**src/rtl/addsub_pkg.sv**
```systemverilog
// Shared definitions for the chunked add/sub unit.
//   state_t  : FSM encoding (IDLE -> CALC -> DONE -> IDLE)
//   MODE_ADD : mode value selecting a+b
//   MODE_SUB : mode value selecting a-b
package addsub_pkg;

  typedef enum logic [1:0] {
    IDLE = 2'd0,
    CALC = 2'd1,
    DONE = 2'd2
  } state_t;

  localparam logic MODE_ADD = 1'b0;
  localparam logic MODE_SUB = 1'b1;

endpackage

```
**src/rtl/addsub_slice.sv**
```systemverilog
// Combinational CHUNK-bit ripple adder slice.
//   x, y   : chunk operands
//   cin    : carry in (the running carry of the chained operation)
//   inv_y  : invert y before adding (subtract when combined with cin=1 on chunk 0)
//   s      : chunk sum
//   cout   : carry out of the chunk MSB
//   x_msb  : MSB of x as it entered the adder
//   y_msb  : MSB of the (possibly inverted) y, needed for signed overflow
module addsub_slice #(
  parameter int CHUNK = 4
) (
  input  logic [CHUNK-1:0] x,
  input  logic [CHUNK-1:0] y,
  input  logic             cin,
  input  logic             inv_y,
  output logic [CHUNK-1:0] s,
  output logic             cout,
  output logic             x_msb,
  output logic             y_msb
);

  logic [CHUNK-1:0] y_eff;
  logic [CHUNK:0]   c;

  assign y_eff = inv_y ? ~y : y;

  always_comb begin
    c    = '0;
    s    = '0;
    c[0] = cin;
    for (int i = 0; i < CHUNK; i++) begin
      s[i]   = x[i] ^ y_eff[i] ^ c[i];
      c[i+1] = (x[i] & y_eff[i]) | (c[i] & (x[i] ^ y_eff[i]));
    end
  end

  assign cout  = c[CHUNK];
  assign x_msb = x[CHUNK-1];
  assign y_msb = y_eff[CHUNK-1];

endmodule

```
**src/rtl/addsub_chunked_seq.sv**
```systemverilog
// Multi-cycle adder/subtractor: WIDTH-bit operands processed CHUNK bits per
// cycle through a single carry-chained slice.
//   clk, rst            : clock, synchronous active-high reset
//   in_valid/in_ready   : operand handshake (a, b, mode)
//   out_valid/out_ready : result handshake (result, cout, ovf, zero)
//   cout                : carry (add) or borrow, 1 iff a<b unsigned (sub)
//   ovf                 : two's-complement overflow
//   zero                : result == 0
//   state_dbg           : current FSM state, for observation only
//
// Handshake: a transfer happens on a rising edge where valid && ready are both
// high. The producer holds its payload while valid is high and not accepted;
// payload is only meaningful while valid is high. in_ready is 1 only in IDLE,
// so at most one operation is in flight. WIDTH must be a multiple of CHUNK.
module addsub_chunked_seq
  import addsub_pkg::*;
#(
  parameter int WIDTH = 16,
  parameter int CHUNK = 4
) (
  input  logic             clk,
  input  logic             rst,
  input  logic             in_valid,
  output logic             in_ready,
  input  logic [WIDTH-1:0] a,
  input  logic [WIDTH-1:0] b,
  input  logic             mode,
  output logic             out_valid,
  input  logic             out_ready,
  output logic [WIDTH-1:0] result,
  output logic             cout,
  output logic             ovf,
  output logic             zero,
  output logic [1:0]       state_dbg
);

  localparam int NCHUNK = WIDTH / CHUNK;
  localparam int CW     = $clog2(NCHUNK + 1);

  state_t           state;
  logic [WIDTH-1:0] a_q, b_q;
  logic             mode_q;
  logic             carry_q;
  logic [CW-1:0]    k;

  logic [CHUNK-1:0] sl_x, sl_y, sl_s;
  logic             sl_cout, sl_x_msb, sl_y_msb;
  logic [WIDTH-1:0] res_next;
  logic             last_chunk;

  // Select the active chunk of the latched operands.
  always_comb begin
    sl_x = '0;
    sl_y = '0;
    for (int i = 0; i < NCHUNK; i++) begin
      if (k == CW'(i)) begin
        sl_x = a_q[i*CHUNK +: CHUNK];
        sl_y = b_q[i*CHUNK +: CHUNK];
      end
    end
  end

  addsub_slice #(.CHUNK(CHUNK)) u_slice (
    .x     (sl_x),
    .y     (sl_y),
    .cin   (carry_q),
    .inv_y (mode_q),
    .s     (sl_s),
    .cout  (sl_cout),
    .x_msb (sl_x_msb),
    .y_msb (sl_y_msb)
  );

  // Result with the active chunk replaced by the slice sum.
  always_comb begin
    res_next = result;
    for (int i = 0; i < NCHUNK; i++) begin
      if (k == CW'(i)) res_next[i*CHUNK +: CHUNK] = sl_s;
    end
  end

  assign last_chunk = (k == CW'(NCHUNK - 1));
  assign state_dbg  = state;

  always_ff @(posedge clk) begin
    if (rst) begin
      state     <= IDLE;
      in_ready  <= 1'b1;
      out_valid <= 1'b0;
      result    <= '0;
      cout      <= 1'b0;
      ovf       <= 1'b0;
      zero      <= 1'b0;
      a_q       <= '0;
      b_q       <= '0;
      mode_q    <= MODE_ADD;
      carry_q   <= 1'b0;
      k         <= '0;
    end else begin
      case (state)
        IDLE: begin
          if (in_valid && in_ready) begin
            a_q      <= a;
            b_q      <= b;
            mode_q   <= mode;
            // Subtraction is a + ~b + 1: the +1 enters as the initial carry.
            carry_q  <= mode;
            k        <= '0;
            in_ready <= 1'b0;
            state    <= CALC;
          end
        end
        CALC: begin
          result  <= res_next;
          carry_q <= sl_cout;
          k       <= k + CW'(1);
          if (last_chunk) begin
            // Final carry is inverted in subtract mode to report a borrow.
            cout      <= (mode_q == MODE_SUB) ? ~sl_cout : sl_cout;
            ovf       <= (sl_x_msb ~^ sl_y_msb) & (sl_s[CHUNK-1] ^ sl_x_msb);
            zero      <= ~|res_next;
            out_valid <= 1'b1;
            state     <= DONE;
          end
        end
        DONE: begin
          if (out_ready) begin
            out_valid <= 1'b0;
            in_ready  <= 1'b1;
            state     <= IDLE;
          end
        end
        default: begin
          state     <= IDLE;
          in_ready  <= 1'b1;
          out_valid <= 1'b0;
        end
      endcase
    end
  end

endmodule
```
**config.mk**
```make
export PLATFORM = sky130hd
export DESIGN_NAME = addsub_chunked_seq
export DESIGN_NICKNAME = d
export VERILOG_FILES = /design/src/rtl/addsub_pkg.sv /design/src/rtl/addsub_slice.sv /design/src/rtl/addsub_chunked_seq.sv
export SDC_FILE = /design/constraint.sdc
export NUM_CORES = 1
export LEC_CHECK = 0
export ABC_AREA = 1
export BUFFER_PORTS_ARGS = -buffer_cell sky130_fd_sc_hd__buf_2
export CAP_MARGIN = 15
export CELL_PAD_IN_SITES_DETAIL_PLACEMENT = 0
export CELL_PAD_IN_SITES_GLOBAL_PLACEMENT = 1
export CORE_MARGIN = 5
export CORE_UTILIZATION = 41
export CTS_CLUSTER_DIAMETER = 50
export DETAILED_ROUTE_END_ITERATION = 12
export PLACE_DENSITY_LB_ADDON = 0.1
export SYNTH_ARGS = -nofsm -noshare
export SYNTH_HDL_FRONTEND = slang
export SYNTH_SLANG_ARGS = --single-unit
export TNS_END_PERCENT = 5
```
**constraint.sdc**
```tcl
create_clock -name clk -period 8.47 [get_ports clk]
set_input_delay 0.847 -clock clk [delete_from_list [all_inputs] [get_ports clk]]
set_output_delay 0.847 -clock clk [all_outputs]
set_load 0.02 [all_outputs]
```
==> flow_summary.html <==
<table>
<tr><th>Metric</th><th>Value</th></tr>
<tr><th colspan="2">CTS</th></tr>
<tr><td>Library cell used as clock root buffer</td><td>sky130_fd_sc_hd__clkbuf_8</td></tr>
<tr><td>Reg clk slew, reported paths</td><td>0.06 ns</td></tr>
<tr><td>Clock tree from TritonCTS</td><td>done</td></tr>
<tr><td>Clock Sinks</td><td>60</td></tr>
<tr><td>Buffer levels on the longest clock path</td><td>2</td></tr>
<tr><td>Clock buffer count from CTS</td><td>9</td></tr>
<tr><td>Count of cells resized by post-cts repair</td><td>0</td></tr>
<tr><td>Hold Buf Count CTS</td><td>0</td></tr>
<tr><td># H-tree levels</td><td>3</td></tr>
<tr><td>Skew-Pair Late Insertion Delay</td><td>0.33 ns</td></tr>
<tr><td>Number of buffers added for setup after CTS</td><td>0</td></tr>
<tr><th colspan="2">Route</th></tr>
<tr><td>Total iterations of the first detailed-routing run</td><td>4</td></tr>
<tr><td>Number of vias per cell</td><td>4.82</td></tr>
<tr><td>Mean routed wirelength per cell</td><td>13.2 µm</td></tr>
<tr><td>Number of nets still failing antenna checks after routing</td><td>0</td></tr>
<tr><td>Via Count</td><td>2,682</td></tr>
<tr><td>First DRT Iteration DRCs</td><td>81</td></tr>
<tr><td>DRC viols</td><td>0</td></tr>
<tr><td>Final wirelength</td><td>7320 µm</td></tr>
<tr><th colspan="2">Worst setup path</th></tr>
<tr><td>Kind of end point of the critical path</td><td>flop</td></tr>
<tr><td>Launching element type of the critical path</td><td>flop</td></tr>
<tr><td>Start of the worst register-to-register path</td><td>k[0]</td></tr>
<tr><td>Required time at the worst-slack endpoint</td><td>8.75 ns</td></tr>
<tr><td>Origin of the worst setup path</td><td>k[0]</td></tr>
<tr><td>Worst setup path class</td><td>flop to flop</td></tr>
<tr><td>Critical path fanouts, max</td><td>11</td></tr>
<tr><td>Data arrival at the endpoint of the critical path</td><td>4.49 ns</td></tr>
<tr><th colspan="2">Outcome</th></tr>
<tr><td>Outcome</td><td>finished, final reports clean</td></tr>
<tr><th colspan="2">Power and ir drop</th></tr>
<tr><td>Maximum vdd drop</td><td>0.131 mV</td></tr>
<tr><td>LEAKAGE</td><td>0.00159 µW</td></tr>
<tr><td>Power per cell area</td><td>211 mW/mm²</td></tr>
<tr><th colspan="2">Cells and area</th></tr>
<tr><td>Area of all placed cells without fillers</td><td>0.00336 mm²</td></tr>
<tr><td>Number of nets in the final layout</td><td>504</td></tr>
<tr><td>Number of antenna cells inserted</td><td>0</td></tr>
<tr><td>Layout overhead on the synthesized area</td><td>16.6%</td></tr>
<tr><td>Fill cell instance count of the final layout</td><td>733</td></tr>
<tr><td>Share of post-route cells with drive strength above 1</td><td>18.3%</td></tr>
<tr><th colspan="2">Logic synthesis</th></tr>
<tr><td>Share of the synthesized area in the top cell type</td><td>41.6%</td></tr>
<tr><td>Combined area of all synthesized cells</td><td>0.00289 mm²</td></tr>
<tr><td>Count of flip-flops with a built-in enable after synthesis</td><td>0</td></tr>
<tr><td>Share of async-settable or async-resettable flops after synthesis</td><td>0%</td></tr>
<tr><td>Cell taking the most area after synthesis</td><td>sky130_fd_sc_hd__dfxtp_1</td></tr>
<tr><td>Flip-flop cell with the highest count after synthesis</td><td>sky130_fd_sc_hd__dfxtp_1</td></tr>
<tr><td>Average cell area after synthesis</td><td>7.11 µm²</td></tr>
<tr><td>Number of different library cells in the post-synthesis netlist</td><td>27</td></tr>
<tr><td>Count of state elements after synthesis</td><td>60</td></tr>
<tr><td>Net count after synthesis</td><td>453</td></tr>
<tr><td>Top cells by area, synth</td><td>sky130_fd_sc_hd__dfxtp_1 42%, sky130_fd_sc_hd__nor2_1 11%, sky130_fd_sc_hd__o21ai_0 7.8%, sky130_fd_sc_hd__nand2_1 7.3%, sky130_fd_sc_hd__inv_1 4.9%</td></tr>
<tr><td>Yosys synthesis warning count</td><td>0</td></tr>
<tr><td>Register area share after synthesis</td><td>41.6%</td></tr>
<tr><td>Mapped Cells</td><td>406</td></tr>
<tr><th colspan="2">STA</th></tr>
<tr><td>Setup slack after layout</td><td>4.25 ns</td></tr>
<tr><td>Clock skew</td><td>0.00841 ns</td></tr>
<tr><td>Fin Hold WS</td><td>0.475 ns</td></tr>
<tr><td>Worst Max-Slew Pin Slew</td><td>0.832 ns</td></tr>
<tr><td>Setup repair after global routing missed its margin</td><td>no</td></tr>
<tr><td>Peak Freq</td><td>237 MHz</td></tr>
<tr><td>Final setup viols</td><td>0</td></tr>
<tr><td>Final-layout setup total negative slack</td><td>0 ns</td></tr>
<tr><td>Tmin final</td><td>4.22 ns</td></tr>
<tr><td>Count of pins over their slew limit</td><td>0</td></tr>
<tr><td>Max-slew headroom</td><td>44.3%</td></tr>
<tr><td>Final period util</td><td>49.8%</td></tr>
<tr><td>Number of hold violations in the final report</td><td>0</td></tr>
<tr><th colspan="2">GRT</th></tr>
<tr><td>Antenna violations before repair</td><td>0</td></tr>
<tr><td>Global-route usage over all layers</td><td>17.6%</td></tr>
<tr><td>Wire length of the first global-routing pass</td><td>12,200 µm</td></tr>
<tr><td>Via count of the first global-routing pass</td><td>2,576</td></tr>
<tr><td>Total grt overflow</td><td>0</td></tr>
<tr><td>Maximum number of pins on one net before global-route repair</td><td>47</td></tr>
<tr><th colspan="2">Min path</th></tr>
<tr><td>Kind of path behind the tightest hold check</td><td>flop to flop</td></tr>
<tr><td>Startpoint of the lowest-slack hold path</td><td>a_q[11]</td></tr>
<tr><th colspan="2">Placement</th></tr>
<tr><td>Port bufs</td><td>59</td></tr>
<tr><td>Placed standard-cell area</td><td>0.00321 mm²</td></tr>
<tr><td>Pre-CTS WS</td><td>4.24 ns</td></tr>
<tr><td>Placed wire-length estimate</td><td>5210 µm</td></tr>
<tr><td>Placer Congestion</td><td>0.853</td></tr>
<tr><th colspan="2">Job</th></tr>
<tr><td>Max-cap viol count</td><td>0</td></tr>
<tr><th colspan="2">Floorplan</th></tr>
<tr><td>Die area</td><td>0.00882 mm²</td></tr>
<tr><td>Cell row count</td><td>30</td></tr>
<tr><td>Total I/O pin count</td><td>60</td></tr>
<tr><td>Starting density of the core</td><td>42.2%</td></tr>
<tr><td>Floorplan Core Area</td><td>0.00683 mm²</td></tr>
<tr><td>Die extent in x</td><td>93.9 µm</td></tr>
<tr><td>Die Height</td><td>93.9 µm</td></tr>
</table>
-- through the flow --
| step | total power, µW | util [%] | cells |
|---|---|---|---|
| after CTS | 721 | 49.2 | 556 |
| after global routing | 756 | 49.2 | 556 |
| after floorplan | 452 | - | 406 |
| final | 709 | 49.2 | 556 |
| after detailed placement | 504 | 47.0 | 542 |
| after global placement | 503 | 47.0 | 542 |
-- cells in the final DEF, fill, tap and decap left out, types with 2 or more instances in the layout --
cell type / n
sky130_fd_sc_hd__fa_1: 4
sky130_fd_sc_hd__nor2_1: 85
sky130_fd_sc_hd__inv_1: 38
sky130_fd_sc_hd__o21ai_0: 45
sky130_fd_sc_hd__buf_4: 3
sky130_fd_sc_hd__a21oi_1: 22
sky130_fd_sc_hd__clkinv_2: 3
sky130_fd_sc_hd__a211oi_1: 2
sky130_fd_sc_hd__buf_2: 59
sky130_fd_sc_hd__inv_2: 2
sky130_fd_sc_hd__ha_1: 6
sky130_fd_sc_hd__o211ai_1: 10
sky130_fd_sc_hd__clkbuf_8: 10
sky130_fd_sc_hd__nand3_1: 22
sky130_fd_sc_hd__o21ai_1: 19
sky130_fd_sc_hd__nand2_1: 56
sky130_fd_sc_hd__dfxtp_1: 60
sky130_fd_sc_hd__nand2_2: 3
-- Yosys cell counts, types with 2 or more instances --
cell and count:
sky130_fd_sc_hd__nand3_1 22, sky130_fd_sc_hd__a21oi_1 22, sky130_fd_sc_hd__o21ai_0 45, sky130_fd_sc_hd__o211ai_1 10, sky130_fd_sc_hd__a211oi_1 2, sky130_fd_sc_hd__fa_1 4, sky130_fd_sc_hd__nor2_1 85, sky130_fd_sc_hd__nand2_2 3
sky130_fd_sc_hd__dfxtp_1 60, sky130_fd_sc_hd__nand2_1 56, sky130_fd_sc_hd__inv_2 2, sky130_fd_sc_hd__buf_2 8, sky130_fd_sc_hd__clkbuf_1 11, sky130_fd_sc_hd__o21ai_1 19, sky130_fd_sc_hd__inv_1 38, sky130_fd_sc_hd__buf_6 3
sky130_fd_sc_hd__ha_1 6
-- path summary, 6_finish.rpt --
check                           slack, ns  depth (start not counted)       to
worst min register to register       0.48                          2  a_q[11]
worst max register to register       4.25                         25     zero
worst min-delay path                 0.48                          2  a_q[11]
worst max-delay path                 4.25                         25     zero
-- sequential cells by signal (all words and copies together) (netlist names), 2 cells and up --
| name | cells |
|---|---|
| a_q | 16 |
| b_q | 16 |
| k | 3 |
| result | 16 |
| state_dbg | 2 |
-- final cells by class --
cell class                 count  area, µm²  share of cell area (%)
inverter                      40        150                    4.46
clock buffer                  11        141                    4.20
multi-input combinational    284       1420                    42.2
clock inverter                 3       15.0                   0.446
tap                           96        120                    3.57
timing repair buffer          62        318                    9.45
sequential                    60       1200                    35.7
-- critical path: stages (launching register included) --
cell and delay [ns]:
sky130_fd_sc_hd__dfxtp_1 0.34, sky130_fd_sc_hd__inv_1 0.09, sky130_fd_sc_hd__ha_1 0.18, sky130_fd_sc_hd__inv_1 0.04, sky130_fd_sc_hd__nor2_1 0.63, sky130_fd_sc_hd__nand3_1 0.14
sky130_fd_sc_hd__nand3_1 0.11, sky130_fd_sc_hd__o211ai_1 0.11, sky130_fd_sc_hd__o21ai_1 0.11, sky130_fd_sc_hd__nand2_1 0.07, sky130_fd_sc_hd__nand2_1 0.08, sky130_fd_sc_hd__fa_1 0.17
sky130_fd_sc_hd__inv_1 0.05, sky130_fd_sc_hd__fa_1 0.38, sky130_fd_sc_hd__fa_1 0.39, sky130_fd_sc_hd__inv_1 0.08, sky130_fd_sc_hd__fa_1 0.46, sky130_fd_sc_hd__inv_1 0.14
sky130_fd_sc_hd__nand4_1 0.09, sky130_fd_sc_hd__nand2_1 0.09, sky130_fd_sc_hd__nand2_1 0.05, sky130_fd_sc_hd__nor2_1 0.10, sky130_fd_sc_hd__nand2_1 0.07, sky130_fd_sc_hd__nor2_1 0.09
sky130_fd_sc_hd__nor2_1 0.05, sky130_fd_sc_hd__nor2_1 0.07
-- logic make-up (layout without fill, tap and decap cells) --
| family | Yosys count | in the layout | synth area share [%] |
|---|---|---|---|
| buf+inv | 62 | 116 | 9.19 |
| xor+xnor | 1 | 1 | 0.304 |
| fa+ha+maj | 10 | 10 | 5.38 |
| flops | 60 | 60 | 41.6 |
| compound gates | 103 | 103 | 19.5 |
| simple gates | 170 | 170 | 24.0 |
-- layer usage --
layer	vias up	share of wire [%]	track usage [%]
met2	60	47	28.6
met4	0	1.3	5.78
met1	1191	47	22.0
met5	-	0	0
met3	8	5.4	5.77
li1	1423	-	-
-- report_power, final --
| part | internal (µW) | switching (µW) | total (µW) |
|---|---|---|---|
| registers | 307 | 15.0 | 322 |
| clock network | 109 | 103 | 212 |
| logic | 60.2 | 114 | 174 |
Note: power is estimated with default switching activity, not from simulation.
